$ cat src/rtl/switch_mem_pkg.sv
// Shared constants and request-bus type for the switch configuration memory.
package switch_mem_pkg;

    localparam int DEF_DATA_WIDTH = 8;
    localparam int DEF_ADDR_WIDTH = 2;

    localparam logic       MEM_WRITE    = 1'b1;
    localparam logic       MEM_READ     = 1'b0;
    localparam logic [7:0] WR_COUNT_MAX = 8'hFF;

    typedef struct packed {
        logic                      en;
        logic                      rd_wr;
        logic [DEF_ADDR_WIDTH-1:0] add;
        logic [DEF_DATA_WIDTH-1:0] data;
    } mem_req_t;

endpackage

$ cat src/rtl/mem_read_pipe.sv
// Fixed-depth read-return pipeline; data only advances alongside its valid bit,
// so the output word holds its last value between returns.
module mem_read_pipe #(
    parameter int DATA_WIDTH = 8,
    parameter int LATENCY    = 1
) (
    input  logic                  clock,
    input  logic                  reset,
    input  logic                  in_valid,
    input  logic [DATA_WIDTH-1:0] in_data,
    output logic [DATA_WIDTH-1:0] out_data,
    output logic                  out_valid
);

    logic [DATA_WIDTH-1:0] data_r [LATENCY];
    logic [LATENCY-1:0]    valid_r;

    // Shift valid every cycle; move data only with a valid token
    always_ff @(posedge clock or posedge reset) begin
        if (reset) begin
            valid_r <= {LATENCY{1'b0}};
            for (int i = 0; i < LATENCY; i++) begin
                data_r[i] <= {DATA_WIDTH{1'b0}};
            end
        end else begin
            valid_r[0] <= in_valid;
            if (in_valid) begin
                data_r[0] <= in_data;
            end else begin
                data_r[0] <= data_r[0];
            end
            for (int i = 1; i < LATENCY; i++) begin
                valid_r[i] <= valid_r[i-1];
                if (valid_r[i-1]) begin
                    data_r[i] <= data_r[i-1];
                end else begin
                    data_r[i] <= data_r[i];
                end
            end
        end
    end

    always_comb begin
        out_data  = data_r[LATENCY-1];
        out_valid = valid_r[LATENCY-1];
    end

endmodule

$ cat src/rtl/switch_mem_config_checker.sv
// Structural invariants of the configuration memory, observed from its outputs.
module switch_mem_config_checker #(
    parameter int DEPTH        = 4,
    parameter int READ_LATENCY = 1
) (
    input logic             clock,
    input logic             reset,
    input logic [DEPTH-1:0] cfg_valid,
    input logic [7:0]       wr_count
);

    if (READ_LATENCY < 1 || READ_LATENCY > 4) begin : g_lat_range
        $error("READ_LATENCY must be within 1..4");
    end

    // A saturated write counter never leaves saturation outside reset
    a_count_sat: assert property (@(posedge clock) disable iff (reset)
        (wr_count == 8'hFF) |=> (wr_count == 8'hFF));

    // Programmed flags are sticky until reset
    a_valid_sticky: assert property (@(posedge clock) disable iff (reset)
        1'b1 |=> ((cfg_valid & $past(cfg_valid)) == $past(cfg_valid)));

endmodule

$ cat src/rtl/switch_mem_config.sv
// Per-port destination-address configuration memory with pipelined reads,
// programmed flags, duplicate detection and a saturating write counter.
module switch_mem_config
    import switch_mem_pkg::*;
#(
    parameter int                       DATA_WIDTH   = DEF_DATA_WIDTH,
    parameter int                       ADDR_WIDTH   = DEF_ADDR_WIDTH,
    parameter int                       READ_LATENCY = 1,
    parameter logic [DATA_WIDTH-1:0]    RESET_VALUE  = {DATA_WIDTH{1'b0}}
) (
    input  logic                                clock,
    input  logic                                reset,
    input  logic                                mem_en,
    input  logic                                mem_rd_wr,
    input  logic [ADDR_WIDTH-1:0]               mem_add,
    input  logic [DATA_WIDTH-1:0]               mem_data,
    output logic [DATA_WIDTH-1:0]               mem_rd_data,
    output logic                                mem_rd_valid,
    output logic [(2**ADDR_WIDTH)*DATA_WIDTH-1:0] cfg_entries,
    output logic [(2**ADDR_WIDTH)-1:0]          cfg_valid,
    output logic                                dup_err,
    output logic [7:0]                          wr_count
);

    localparam int DEPTH = 2**ADDR_WIDTH;

    logic [DATA_WIDTH-1:0] entry_r [DEPTH];
    logic [DEPTH-1:0]      valid_r;
    logic [7:0]            count_r;
    logic                  dup_r;
    logic                  dup_s;
    logic                  wr_s;
    logic                  rd_s;
    logic [DATA_WIDTH-1:0] rd_word_s;

    // Decode the access type and fetch the pre-edge word for a read
    always_comb begin
        wr_s      = mem_en && (mem_rd_wr == MEM_WRITE);
        rd_s      = mem_en && (mem_rd_wr == MEM_READ);
        rd_word_s = entry_r[mem_add];
    end

    // Entry storage and programmed flags
    always_ff @(posedge clock or posedge reset) begin
        if (reset) begin
            valid_r <= {DEPTH{1'b0}};
            for (int i = 0; i < DEPTH; i++) begin
                entry_r[i] <= RESET_VALUE;
            end
        end else if (wr_s) begin
            entry_r[mem_add] <= mem_data;
            valid_r[mem_add] <= 1'b1;
        end else begin
            valid_r <= valid_r;
        end
    end

    // Saturating write counter
    always_ff @(posedge clock or posedge reset) begin
        if (reset) begin
            count_r <= 8'd0;
        end else if (wr_s && (count_r != WR_COUNT_MAX)) begin
            count_r <= count_r + 8'd1;
        end else begin
            count_r <= count_r;
        end
    end

    // Pairwise compare, only between entries that have actually been programmed
    always_comb begin
        dup_s = 1'b0;
        for (int i = 0; i < DEPTH; i++) begin
            for (int j = i + 1; j < DEPTH; j++) begin
                dup_s = dup_s | (valid_r[i] & valid_r[j] & (entry_r[i] == entry_r[j]));
            end
        end
    end

    // Duplicate flag lags the entry change by one edge
    always_ff @(posedge clock or posedge reset) begin
        if (reset) begin
            dup_r <= 1'b0;
        end else begin
            dup_r <= dup_s;
        end
    end

    for (genvar g = 0; g < DEPTH; g++) begin : g_flat
        assign cfg_entries[g*DATA_WIDTH +: DATA_WIDTH] = entry_r[g];
    end

    assign cfg_valid = valid_r;
    assign dup_err   = dup_r;
    assign wr_count  = count_r;

    mem_read_pipe #(
        .DATA_WIDTH (DATA_WIDTH),
        .LATENCY    (READ_LATENCY)
    ) u_read_pipe (
        .clock     (clock),
        .reset     (reset),
        .in_valid  (rd_s),
        .in_data   (rd_word_s),
        .out_data  (mem_rd_data),
        .out_valid (mem_rd_valid)
    );

    switch_mem_config_checker #(
        .DEPTH        (DEPTH),
        .READ_LATENCY (READ_LATENCY)
    ) u_checker (
        .clock     (clock),
        .reset     (reset),
        .cfg_valid (valid_r),
        .wr_count  (count_r)
    );

endmodule
$ cat config.mk
export PLATFORM = sky130hd
export DESIGN_NAME = switch_mem_config
export DESIGN_NICKNAME = d
export VERILOG_FILES = /design/src/rtl/switch_mem_pkg.sv /design/src/rtl/mem_read_pipe.sv /design/src/rtl/switch_mem_config_checker.sv /design/src/rtl/switch_mem_config.sv
export SDC_FILE = /design/constraint.sdc
export NUM_CORES = 1
export LEC_CHECK = 0
export BUFFER_PORTS_ARGS = -buffer_cell sky130_fd_sc_hd__buf_2
export CAP_MARGIN = 20
export CORE_ASPECT_RATIO = 0.5
export CORE_MARGIN = 2
export CORE_UTILIZATION = 55
export CTS_CLUSTER_DIAMETER = 60
export DETAILED_ROUTE_END_ITERATION = 10
export PLACE_DENSITY_LB_ADDON = 0.3
export SETUP_SLACK_MARGIN = 0.2
export SYNTH_ARGS = -nofsm -noshare
export SYNTH_HDL_FRONTEND = slang
export SYNTH_SLANG_ARGS = --single-unit
$ cat constraint.sdc
create_clock -name clock -period 3.7 [get_ports clock]
set_input_delay 0.74 -clock clock [delete_from_list [all_inputs] [get_ports clock]]
set_output_delay 0.74 -clock clock [all_outputs]
set_load 0.02 [all_outputs]
Word-level counts from Yosys, hierarchy flattened. Cells that the tools add are included.

Input port bits: 14. Output and inout port bits: 54. Logic and storage cells: 54. Bits in registers: 54.

Add/sub/neg operators: 1. Reduce and logical (&&, ||, !) cells: 5. Bitwise operators: 20. Multiplexer cells: 8. Eq/ne operators: 7. $lt $le $gt $ge: 4.

Operators with widths (number): 8-bit == test (6); 32-bit bitwise mux (1); 8-bit two-way mux (3); 8-bit binary-select mux with 2-bit select (1); 8-bit demux with 2-bit select (1); 1-bit AND (12); 8-bit by 1-bit adder with 8-bit output, second input constant (1); 8-bit inequality test, second input constant (1); 1-bit logical AND (5); 1-bit bitwise OR (5); 4-bit bitwise OR (1); 3-bit greater-or-equal comparator, second input constant (1); 2-bit by 3-bit < comparator with 1-bit output, second input constant (1); 3-bit by 1-bit < comparator with 1-bit output, second input constant (1); 2-bit inverter with 3-bit output (1); 1-bit demux with 2-bit select (1); 2-bit by 1-bit greater-or-equal comparator with 1-bit output, second input constant (1); 1-bit two-way mux (1); 1-bit inverter (1).

Logic depth before layout (Yosys ltp). Gate-level depths: netlist (run 1).

Depth in word-level cells: 7. Mapped depth: 5. Gate-level depth less buffers: 5.

Cells and area by module. A second synthesis (run 1) with hierarchy kept.

Cells, all modules: 209. Area total of the unflattened synthesis: 2850.2 um2.

Modules (own cells, without submodules): switch_mem_config (area an instance 2489.9 um2, times used 1, cells an instance 190, sequential area each 1126.1 um2); mem_read_pipe (area an instance 360.3 um2, times used 1, cells an instance 19, sequential area each 225.2 um2).

Least setup slack after synthesis (run 1). OpenSTA, ideal clock, no wires.

Path kind: input -> register. From: in mem_add[1]. To: reg entry_r, in the netlist cfg_entries[0]. Library setup time: 0.125 ns. Cell stages on the path: 3. Data arrival time: 1.734 ns. Buffers on the path: 1. Data required time: 3.575 ns. Path slack: 1.842 ns. Cells stage by stage: buf_2 > nor3_2 > mux2_2.

Longest elaborated chain between the ends: 6. Elaborated cells between the ends (all ways): 7. Those cells by class: 2 x order compare; 3 x mux; 1 x bitwise; 1 x reduce/logical.

Ends and longest elaborated chain: from (decl) (line switch_mem_config.sv:15) `input logic [ADDR_WIDTH-1:0] mem_add,`; 2-bit inverter with 3-bit output (not written as such) * (line switch_mem_config.sv:51) `entry_r[mem_add] <= mem_data;`; 3-bit greater-or-equal comparator (not written as such) / 3-bit by 1-bit < comparator with 1-bit output (equally long branches) (line switch_mem_config.sv:51); 1-bit logical AND (not written as such) (line switch_mem_config.sv:51); 8-bit two-way mux (not written as such) (line switch_mem_config.sv:51); 8-bit demux with 2-bit select * (line switch_mem_config.sv:51); 32-bit bitwise mux * (line switch_mem_config.sv:51); to (signal, indexed assignment) (line switch_mem_config.sv:51); to (decl) (line switch_mem_config.sv:27) `logic [DATA_WIDTH-1:0] entry_r [DEPTH];`.

Every way passes the cells marked *; elsewhere a longest branch is shown, timed or not. A chain may end at the register's enable or synchronous reset.

Worst setup path in the final report (run 1).
From: in mem_add[0]. To: reg entry_r, in the netlist cfg_entries[0].

Same word-level chain as after synthesis.

==> results.ini, run 1 <==
[timing]
worst_pin_slew_ps=885.0
finalSetupTns_ps=0
finalCritPeriodShare=0.4985
fmaxAchievable_mhz=542.1
slew_violations=0
fin_skew_ps=9.731
finalHoldViolations=0
min_period_ps=1845
rsz0062_at_grt=false
final-setup-viol-count=0
relSlewSlack=0.4088

[synthesis]
yosys_warnings=0
synth_async_sr_flop_share=1.000
synthAdderAreaFrac=0.004452
syn_area_sq_um=2810
synth_top_family_by_area=multiplexers
ys.flop_type=dfrtp_1
synthSimpleGateAreaFrac=0.08771
ys_ff_latch=54
synth_nets=226
syn_avg_cell_area_sq_um=13.32
synth_cell_type_count=31
synth_commonest_cells=54 x dfrtp_1, 41 x mux2_2, 27 x xnor2_1
yosys.area.top_type=dfrtp_1
synth_xor_area_frac=0.1527
yosysTopAreaCellShare=0.4809
yosysSeqAreaShare=0.4809
synth_compound_area_frac=0.02894
synth.area.mux_share=0.2297
synth.most_common_cell=dfrtp_1
synth_area_leaders=dfrtp_1 48%, mux2_2 16%, xnor2_1 8.4%
syn_inst=211
synth_edf_count=0

[worst_setup_path]
critPathLaunch=mem_add[0]
crit_type=in -> reg
crit_path_end=cfg_entries[0]$_DFFE_PP0P_
r2r_slack_ps=1900
critPathRequiredTime_ps=3890
end_kind=register
critical_path.max_stage_delay_ps=670
path_cells=buf_2 -> nor3_2 -> mux2_2
r2r-end=dup_err$_DFF_PP0_
cp.arrival_ps=2040
worstSetupStartpointType=input pin
crit_fanout=12
r2r_cells=5
r2r-start=cfg_entries[31]$_DFFE_PP0P_
cpMaxStageDelayCell=nor3_2

[clock_network]
htree_levels=2
insertion_delay_ps=310
postCtsHoldBufs=0
cts_tree=yes
cts_sinks=54
cts_made_buffers=5
ctsLongestPathBuffers=2
ctsRootBufferMaster=clkbuf_8
cts_setup_buffers=0
cts-resized-gates=0
clk_pin_slew_worst_paths_ps=90

[power_and_ir_drop]
pwr-share-seq=0.430
leakagePower_nw=1.523
clkPwrFrac=0.211
swShare=0.3757
p_sw_mw=0.8447
p_int_mw=1.403
power.density_nw_per_um2=665.5
ir_drop_uv=381.1
power_frac_comb=0.359

[min_path]
hold_class=in -> async

[job]
maxCapViolCount=0

[detailed_routing]
wl_microns=6602
wl_per_cell_microns=18.65
antenna_left=0
firstDrtPassIters=5
remaining_drc_errors=0
viasPerCell=5.695
via_count=2016
drt_iter0_drc=108

[global_route]
grt_max_degree=55
grt_antenna_before_repair=0
grt_pass1_wl_microns=10320
grt_overflow=0
grt_pass1_vias=1904
grt_use_total=0.2437

[floorplanning]
io_pins=68
die_h_microns=54.55
floorplan.die_area_sq_um=5732
die_w_microns=105.1
fp.coreArea_sq_um=4932
start_util=0.5698
rows=18

[finish]
drive_gt1_frac=0.4613
area_delta_synth_final_pct=20.21
n_fill_cell=376
nNetsFinal=298
fin_area_sq_um=3378
n_antenna_cell=0

[placement]
dpl-instance-area_sq_um=3216
place.gp.congestion=0.8881
io_buffers=67
dpl.hpwl_microns=4721

[outcome]
status=finished clean

-- worst min path at each step --
stage	from	endpoint	slack (ps)	cells past startpoint
2_1_floorplan	wr_count[4]$_DFFE_PP0P_	wr_count[4]$_DFFE_PP0P_	590	1
3_3_place_gp	wr_count[4]$_DFFE_PP0P_	wr_count[4]$_DFFE_PP0P_	480	1
3_5_place_dp	u_read_pipe.out_data[3]$_DFFE_PP0P_	u_read_pipe.out_data[3]$_DFFE_PP0P_	490	1
4_1_cts	wr_count[4]$_DFFE_PP0P_	wr_count[4]$_DFFE_PP0P_	510	1
5_1_grt	reset	wr_count[4]$_DFFE_PP0P_	450	2
6_report	reset	wr_count[4]$_DFFE_PP0P_	420	2
-- logic make-up after synthesis --
| family | count (synthesis) |
|---|---|
| buf+inv | 10 |
| flops | 54 |
| simple gates | 39 |
| compound gates | 9 |
| mux | 49 |
| xor+xnor | 49 |
| fa+ha+maj | 1 |
-- worst max-delay path, delay by kind of cell --
family / cells / cell delay [ps]
and+or+nand+nor: 1 / 670
muxes: 1 / 410
buffers and inverters: 1 / 210
-- final cells by class --
type | count | area, sq um | area share
timing repair buffer | 68 | 355.3 | 0.1052
multi-input combinational | 147 | 1415 | 0.4189
sequential | 54 | 1351 | 0.4000
tap | 70 | 87.58 | 0.02593
clock buffer | 6 | 82.58 | 0.02444
clock inverter | 2 | 60.06 | 0.01778
inverter | 7 | 26.28 | 0.007778
-- routing by layer --
| layer | vias to the layer above | track usage | share of wire |
|---|---|---|---|
| met5 | - | 0 | 0 |
| met4 | 0 | 0.06444 | 0.0038 |
| met3 | 3 | 0.05476 | 0.071 |
| met2 | 63 | 0.3918 | 0.45 |
| met1 | 1034 | 0.3425 | 0.47 |
| li1 | 916 | - | - |
-- placed cells by master (no fill, tap or decap), drive strengths merged --
master	instances
buf	68
dfrtp	54
mux2	41
xnor2	27
xor2	22
nand4	9
mux4	8
inv	7
clkbuf	6
nand2	5
nor3	5
nor4	4
nand3	4
nand2b	3
and3	3
a31oi	3
o22ai	2
o211ai	2
a222oi	2
bufinv	2
nand4b	1
nor2	1
nor2b	1
or4	1
and4	1
or2	1
ha	1
-- power groups by stage --
stage          Combinational, mW  Sequential (mW)  Clock [mW]
2_1_floorplan              0.386             1.10           0
3_3_place_gp               0.788            0.964           0
3_5_place_dp               0.804            0.972           0
4_1_cts                    0.809            0.961       0.483
5_1_grt                    0.870            0.993       0.510
6_report                   0.807            0.966       0.475
-- state kept, by name, indices dropped and copies added, names as in the netlist --
register	cells
u_read_pipe.out_data	8
u_read_pipe.out_valid	1
wr_count	8
cfg_entries	32
dup_err	1
cfg_valid	4
-- per-stage QoR --
stage                     worst slack [ps]  power (mW)  instances  utilization  hold WS [ps]
final                                 1855       2.248        354       0.6849         424.5
after global routing                  1754       2.373        354       0.6849         452.6
after CTS                             1865       2.253        353       0.6809         511.1
after detailed placement              1530       1.777        345       0.6520         490.3
after global placement                1570       1.752        345       0.6520         479.2
after floorplan                       1645       1.488        211            -         593.8
(Power assumes the default switching activity.)
==> inputs of run 2 (changes only) <==
--- a/config.mk
+++ b/config.mk
@@ -9,7 +9,7 @@
 export CAP_MARGIN = 20
 export CORE_ASPECT_RATIO = 0.5
 export CORE_MARGIN = 2
-export CORE_UTILIZATION = 55
+export CORE_UTILIZATION = 53
 export CTS_CLUSTER_DIAMETER = 60
 export DETAILED_ROUTE_END_ITERATION = 10
 export PLACE_DENSITY_LB_ADDON = 0.3
==> constraint.sdc (replaced) <==
create_clock -name clock -period 1.7 [get_ports clock]
set_input_delay 0.34 -clock clock [delete_from_list [all_inputs] [get_ports clock]]
set_output_delay 0.34 -clock clock [all_outputs]
set_load 0.02 [all_outputs]
==> results.ini, run 2 (synthesis results as in run 1) <==
[outcome]
status=finished clean

[floorplanning]
start_util=0.5595  ; -0.01022
fp.coreArea_sq_um=5022  ; +1.8%
die_h_microns=55.49  ; +1.7%
die_w_microns=107.0  ; +1.8%
io_pins=68  ; unchanged
rows=18  ; unchanged
floorplan.die_area_sq_um=5936  ; +3.6%

[placement]
io_buffers=67  ; unchanged
dpl-instance-area_sq_um=3358  ; +4.4%
place_inst=357  ; +3.5%
place.gp.congestion=0.9273  ; +4.4%
dpl.hpwl_microns=4980  ; +5.5%

[clock_network]
ctsLongestPathBuffers=2  ; unchanged
cts_made_buffers=5  ; unchanged
cts_sinks=54  ; unchanged
htree_levels=2  ; unchanged
clk_pin_slew_worst_paths_ps=90  ; about the same
cts_tree=yes
insertion_delay_ps=300  ; about the same
ctsRootBufferMaster=clkbuf_8

[detailed_routing]
firstDrtPassIters=6  ; +1
wl_microns=6960  ; +5.4%
remaining_drc_errors=0  ; unchanged
viasPerCell=5.650  ; -0.79%
drt_iter0_drc=145  ; +34%
wl_per_cell_microns=18.32  ; -1.8%
via_count=2147  ; +6.5%
antenna_left=0  ; unchanged

[timing]
finalCritPeriodShare=0.9325
finalSetupTns_ps=0  ; unchanged
final-setup-viol-count=0  ; unchanged
rsz0062_at_grt=true
fin_skew_ps=7.240  ; -2.491 ps
relSlewSlack=0.7563  ; +0.3475
hold_slack_ps=90.70  ; -333.8 ps
worst_pin_slew_ps=362.2  ; -522.7 ps
fmaxAchievable_mhz=630.8
min_period_ps=1585
slew_violations=0  ; unchanged
finalHoldViolations=0  ; unchanged

[global_route]
grt_use_total=0.2476  ; +0.003877
grt_pass1_wl_microns=11320  ; +9.8%
met1_usage=0.3681  ; +0.02567
grt_use_met3=0.05549  ; +0.0007281
grt_busiest_layer=met2
met2_usage=0.3740  ; -0.01780
grt_pass1_vias=2175  ; +14%
grt_overflow=0  ; unchanged
grt_max_degree=55  ; unchanged
grt_antenna_before_repair=0  ; unchanged

[power_and_ir_drop]
clkPwrFrac=0.144  ; -0.067
power_frac_comb=0.428  ; +0.069
power.density_nw_per_um2=1349  ; +100%
p_int_mw=2.908  ; +110%
ir_drop_uv=848.2  ; +120%
swShare=0.3930  ; +0.01724
p_sw_mw=1.883  ; +120%
pwr-share-seq=0.429  ; about the same
leakagePower_nw=1.601  ; +5.1%

[worst_setup_path]
worstSetupStartpointType=register
end_kind=register
crit_fanout=5  ; -7
crit_type=reg -> reg
cp.arrival_ps=1820  ; -220 ps
r2r_cells=6  ; +1
critPathRequiredTime_ps=1940  ; -1950 ps
r2r_slack_ps=110  ; -1790 ps

[finish]
largest_reg_flops=32  ; unchanged
regArea_sq_um=1366  ; +1.1%
final_common_cell=buf_2
final_cell_mix=67 x buf_2, 42 x dfrtp_1, 40 x mux2_2
drive_gt1_frac=0.5419  ; +0.08067
nNetsFinal=324  ; +8.7%
n_antenna_cell=0  ; unchanged
final_cells=380  ; +7.3%
fin_area_sq_um=3551  ; +5.1%
multi_input_area_sq_um=1436  ; +1.5%
n_fill_cell=364  ; -3.2%
area_delta_synth_final_pct=26.36

[min_path]
hold_class=in -> async

[job]
maxCapViolCount=0  ; unchanged

## run 2: cell types whose count changed in the layout (fill, tap and decap cells not counted), sizes merged
cell	change
bufinv	-2
buf	+26
clkinvlp	+1
clkbuf	+2
inv	-1
## run 2: worst paths after layout
check / to / start
max: dup_err$_DFF_PP0_ / cfg_entries[18]$_DFFE_PP0P_
min: wr_count[4]$_DFFE_PP0P_ / reset
max reg2reg: dup_err$_DFF_PP0_ / cfg_entries[18]$_DFFE_PP0P_
min reg2reg: wr_count[3]$_DFFE_PP0P_ / wr_count[3]$_DFFE_PP0P_
max in group asynchronous: cfg_entries[17]$_DFFE_PP0P_ / reset
min in group clock: cfg_entries[8]$_DFFE_PP0P_ / mem_data[0]
## run 2: routing by layer
metal	up-vias	wire, microns
li1	962	-
met1	1099	3177
met2	79	3171
met3	7	572
met4	0	40
met5	-	0
## run 2: area by class of cell
class / count / area share
multi-input combinational: 147 / 0.4045
timing repair buffer: 94 / 0.1550
clock buffer: 8 / 0.02255
sequential: 54 / 0.3848
inverter: 7 / 0.008457
tap: 70 / 0.02467
## run 2: through the flow
| stage | setup WS, ps | power, mW | util |
|---|---|---|---|
| final | 114.8 | 4.790 | 0.7070 |
| after global routing | 71.41 | 5.041 | 0.7070 |
| after global placement | 131.4 | 3.880 | 0.6687 |
| after floorplan | 167.5 | 3.303 | - |
| after detailed placement | 109.8 | 3.958 | 0.6687 |
| after CTS | 146.3 | 4.752 | 0.6966 |
## run 2: power by group through the flow
| stage | combinational [mW] | clock, mW | sequential (mW) |
|---|---|---|---|
| 2_1_floorplan | 0.867 | 0 | 2.44 |
| 3_5_place_dp | 1.83 | 0 | 2.13 |
| 3_3_place_gp | 1.77 | 0 | 2.11 |
| 5_1_grt | 2.18 | 0.754 | 2.10 |
| 6_report | 2.05 | 0.688 | 2.05 |
| 4_1_cts | 1.99 | 0.706 | 2.06 |
## run 2: critical path, cell delays in order, from the launching register on
cell and delay [ps]:
dfrtp_2 430, buf_4 160, xnor2_1 200, nand4_1 180
nor4_1 310, nand4_1 130, nand4_1 100
## run 2: what timing repair did
| action | CTS | global route |
|---|---|---|
| pin swaps | 1 | 2 |
| endpoints found under the setup margin | 4 | 6 |
| hold buffers | 0 | 0 |
| setup buffers | 8 | 7 |
| resized for setup | 0 | 0 |
==> inputs of run 3 (changes only) <==
==> constraint.sdc (replaced) <==
create_clock -name clock -period 1.6 [get_ports clock]
set_input_delay 0.08 -clock clock [delete_from_list [all_inputs] [get_ports clock]]
set_output_delay 0.08 -clock clock [all_outputs]
set_load 0.02 [all_outputs]
==> results.ini, run 3 (synthesis results as in run 1) <==
[clock_network]
cts_made_buffers=5  ; unchanged
ctsRootBufferMaster=clkbuf_8
ctsLongestPathBuffers=2  ; unchanged
insertion_delay_ps=310  ; about the same
clk_pin_slew_worst_paths_ps=100  ; about the same
htree_levels=2  ; unchanged
cts_tree=yes
cts_sinks=54  ; unchanged

[worst_setup_path]
cp.arrival_ps=1760  ; -60 ps
crit_type=reg -> reg
end_kind=register
worstSetupStartpointType=register
critPathRequiredTime_ps=1840  ; -100 ps
crit_fanout=8  ; +3

[detailed_routing]
wl_per_cell_microns=18.43  ; +0.63%
firstDrtPassIters=4  ; -2
antenna_left=0  ; unchanged
wl_microns=7041  ; +1.2%
drt_iter0_drc=137  ; -5.5%
via_count=2111  ; -1.7%
remaining_drc_errors=0  ; unchanged
viasPerCell=5.526  ; -2.2%

[floorplanning]
start_util=0.5595  ; unchanged
io_pins=68  ; unchanged
die_w_microns=107.0  ; unchanged
rows=18  ; unchanged
floorplan.die_area_sq_um=5936  ; unchanged
fp.coreArea_sq_um=5022  ; unchanged
die_h_microns=55.49  ; unchanged

[finish]
final_common_cell=buf_2
n_fill_cell=370  ; +1.6%
n_antenna_cell=0  ; unchanged
fin_area_sq_um=3611  ; +1.7%
utilization=0.7190  ; +0.01196
area_delta_synth_final_pct=28.49
nNetsFinal=326  ; +0.62%
drive_gt1_frac=0.5577  ; +0.01576
final_cell_mix=67 x buf_2, 42 x dfrtp_1, 37 x mux2_2
largest_reg_flops=32  ; unchanged

[timing]
fmaxAchievable_mhz=657.8  ; +4.3%
hold_slack_ps=42.75  ; -47.95 ps
worst_slack_ps=79.80  ; -34.97 ps
final-setup-viol-count=0  ; unchanged
finalCritPeriodShare=0.9501  ; +0.01764
worst_pin_slew_ps=507.8  ; +145.5 ps
relSlewSlack=0.6610  ; -0.09529
min_period_ps=1520  ; -65.03 ps
finalSetupTns_ps=0  ; unchanged
fin_skew_ps=3.236  ; -4.005 ps
slew_violations=0  ; unchanged
finalHoldViolations=0  ; unchanged
rsz0062_at_grt=true

[job]
maxCapViolCount=0  ; unchanged

[global_route]
grt_max_degree=24  ; -56%
grt_busiest_layer=met2
grt_pass1_wl_microns=11240  ; -0.72%
grt_overflow=0  ; unchanged
grt_antenna_before_repair=0  ; unchanged
met1_usage=0.3480  ; -0.02018
grt_use_total=0.2479  ; +0.0003888
grt_pass1_vias=2178  ; +0.14%
met2_usage=0.3913  ; +0.01729
grt_use_met3=0.06848  ; +0.01299

[power_and_ir_drop]
ir_drop_uv=1200  ; +42%
leakagePower_nw=1.635  ; +2.1%
power.density_nw_per_um2=1466  ; +8.6%

[placement]
dpl.hpwl_microns=4978  ; about the same
io_buffers=67  ; unchanged
dpl-instance-area_sq_um=3372  ; +0.41%
place.gp.congestion=0.9117  ; -1.7%
dp_slack_ps=43.96  ; -65.88 ps

[min_path]
hold_class=in -> reg

[outcome]
status=finished clean

-- run 3: layout make-up --
type                    instances  area (sq um)  area share
multi-input cells             147          1458      0.4037
clock buffers                   7         86.33     0.02391
repair buffers                 96         581.8      0.1611
well taps                      70         87.58     0.02426
flip-flops and latches         54          1366      0.3784
clock inverters                 1         5.005    0.001386
inverters                       7         26.28    0.007277
-- run 3: report_power, final --
part	internal (mW)	leakage [nW]	switching, mW
Clock	0.351	0.0482	0.449
Combinational	1.16	0.955	1.20
Sequential	1.72	0.632	0.413
Total	3.23	1.64	2.06
-- run 3: worst paths after layout --
kind,cells past startpoint,end,start,slack (ps)
min in group asynchronous,3,wr_count[5]$_DFFE_PP0P_,reset,340
max in group asynchronous,4,cfg_entries[4]$_DFFE_PP0P_,reset,630
worst min-delay path,2,cfg_entries[29]$_DFFE_PP0P_,mem_data[5],40
worst max register to register,5,wr_count[7]$_DFFE_PP0P_,wr_count[3]$_DFFE_PP0P_,80
worst min register to register,1,u_read_pipe.out_data[3]$_DFFE_PP0P_,u_read_pipe.out_data[3]$_DFFE_PP0P_,510
worst max-delay path,5,wr_count[7]$_DFFE_PP0P_,wr_count[3]$_DFFE_PP0P_,80
-- run 3: through the flow --
stage               power, mW  cells
detailed placement      4.263    361
global placement        4.183    361
floorplan               3.509    211
global route            5.575    382
CTS                     5.208    380
finish                  5.292    382
-- run 3: what timing repair did --
action                                  4_1_cts  5_1_grt
endpoints found under the setup margin       10       13
buffers inserted                             10        2
endpoints found under the hold margin        21        0
hold buffers                                  1        0
pin swaps                                     9        9
resized for setup                             3       10
-- run 3: metal layers --
metal / wire (microns) / vias up
met2: 3302 / 68
met1: 3197 / 1071
met4: 53 / 0
met5: 0 / -
li1: - / 966
met3: 488 / 6
-- run 3: worst max-delay path: stages (launching register included) --
cell and delay, ps:
dfrtp_2 420, and3_4 180, and3_4 180, a31oi_4 290, and4_1 250, xor2_1 140
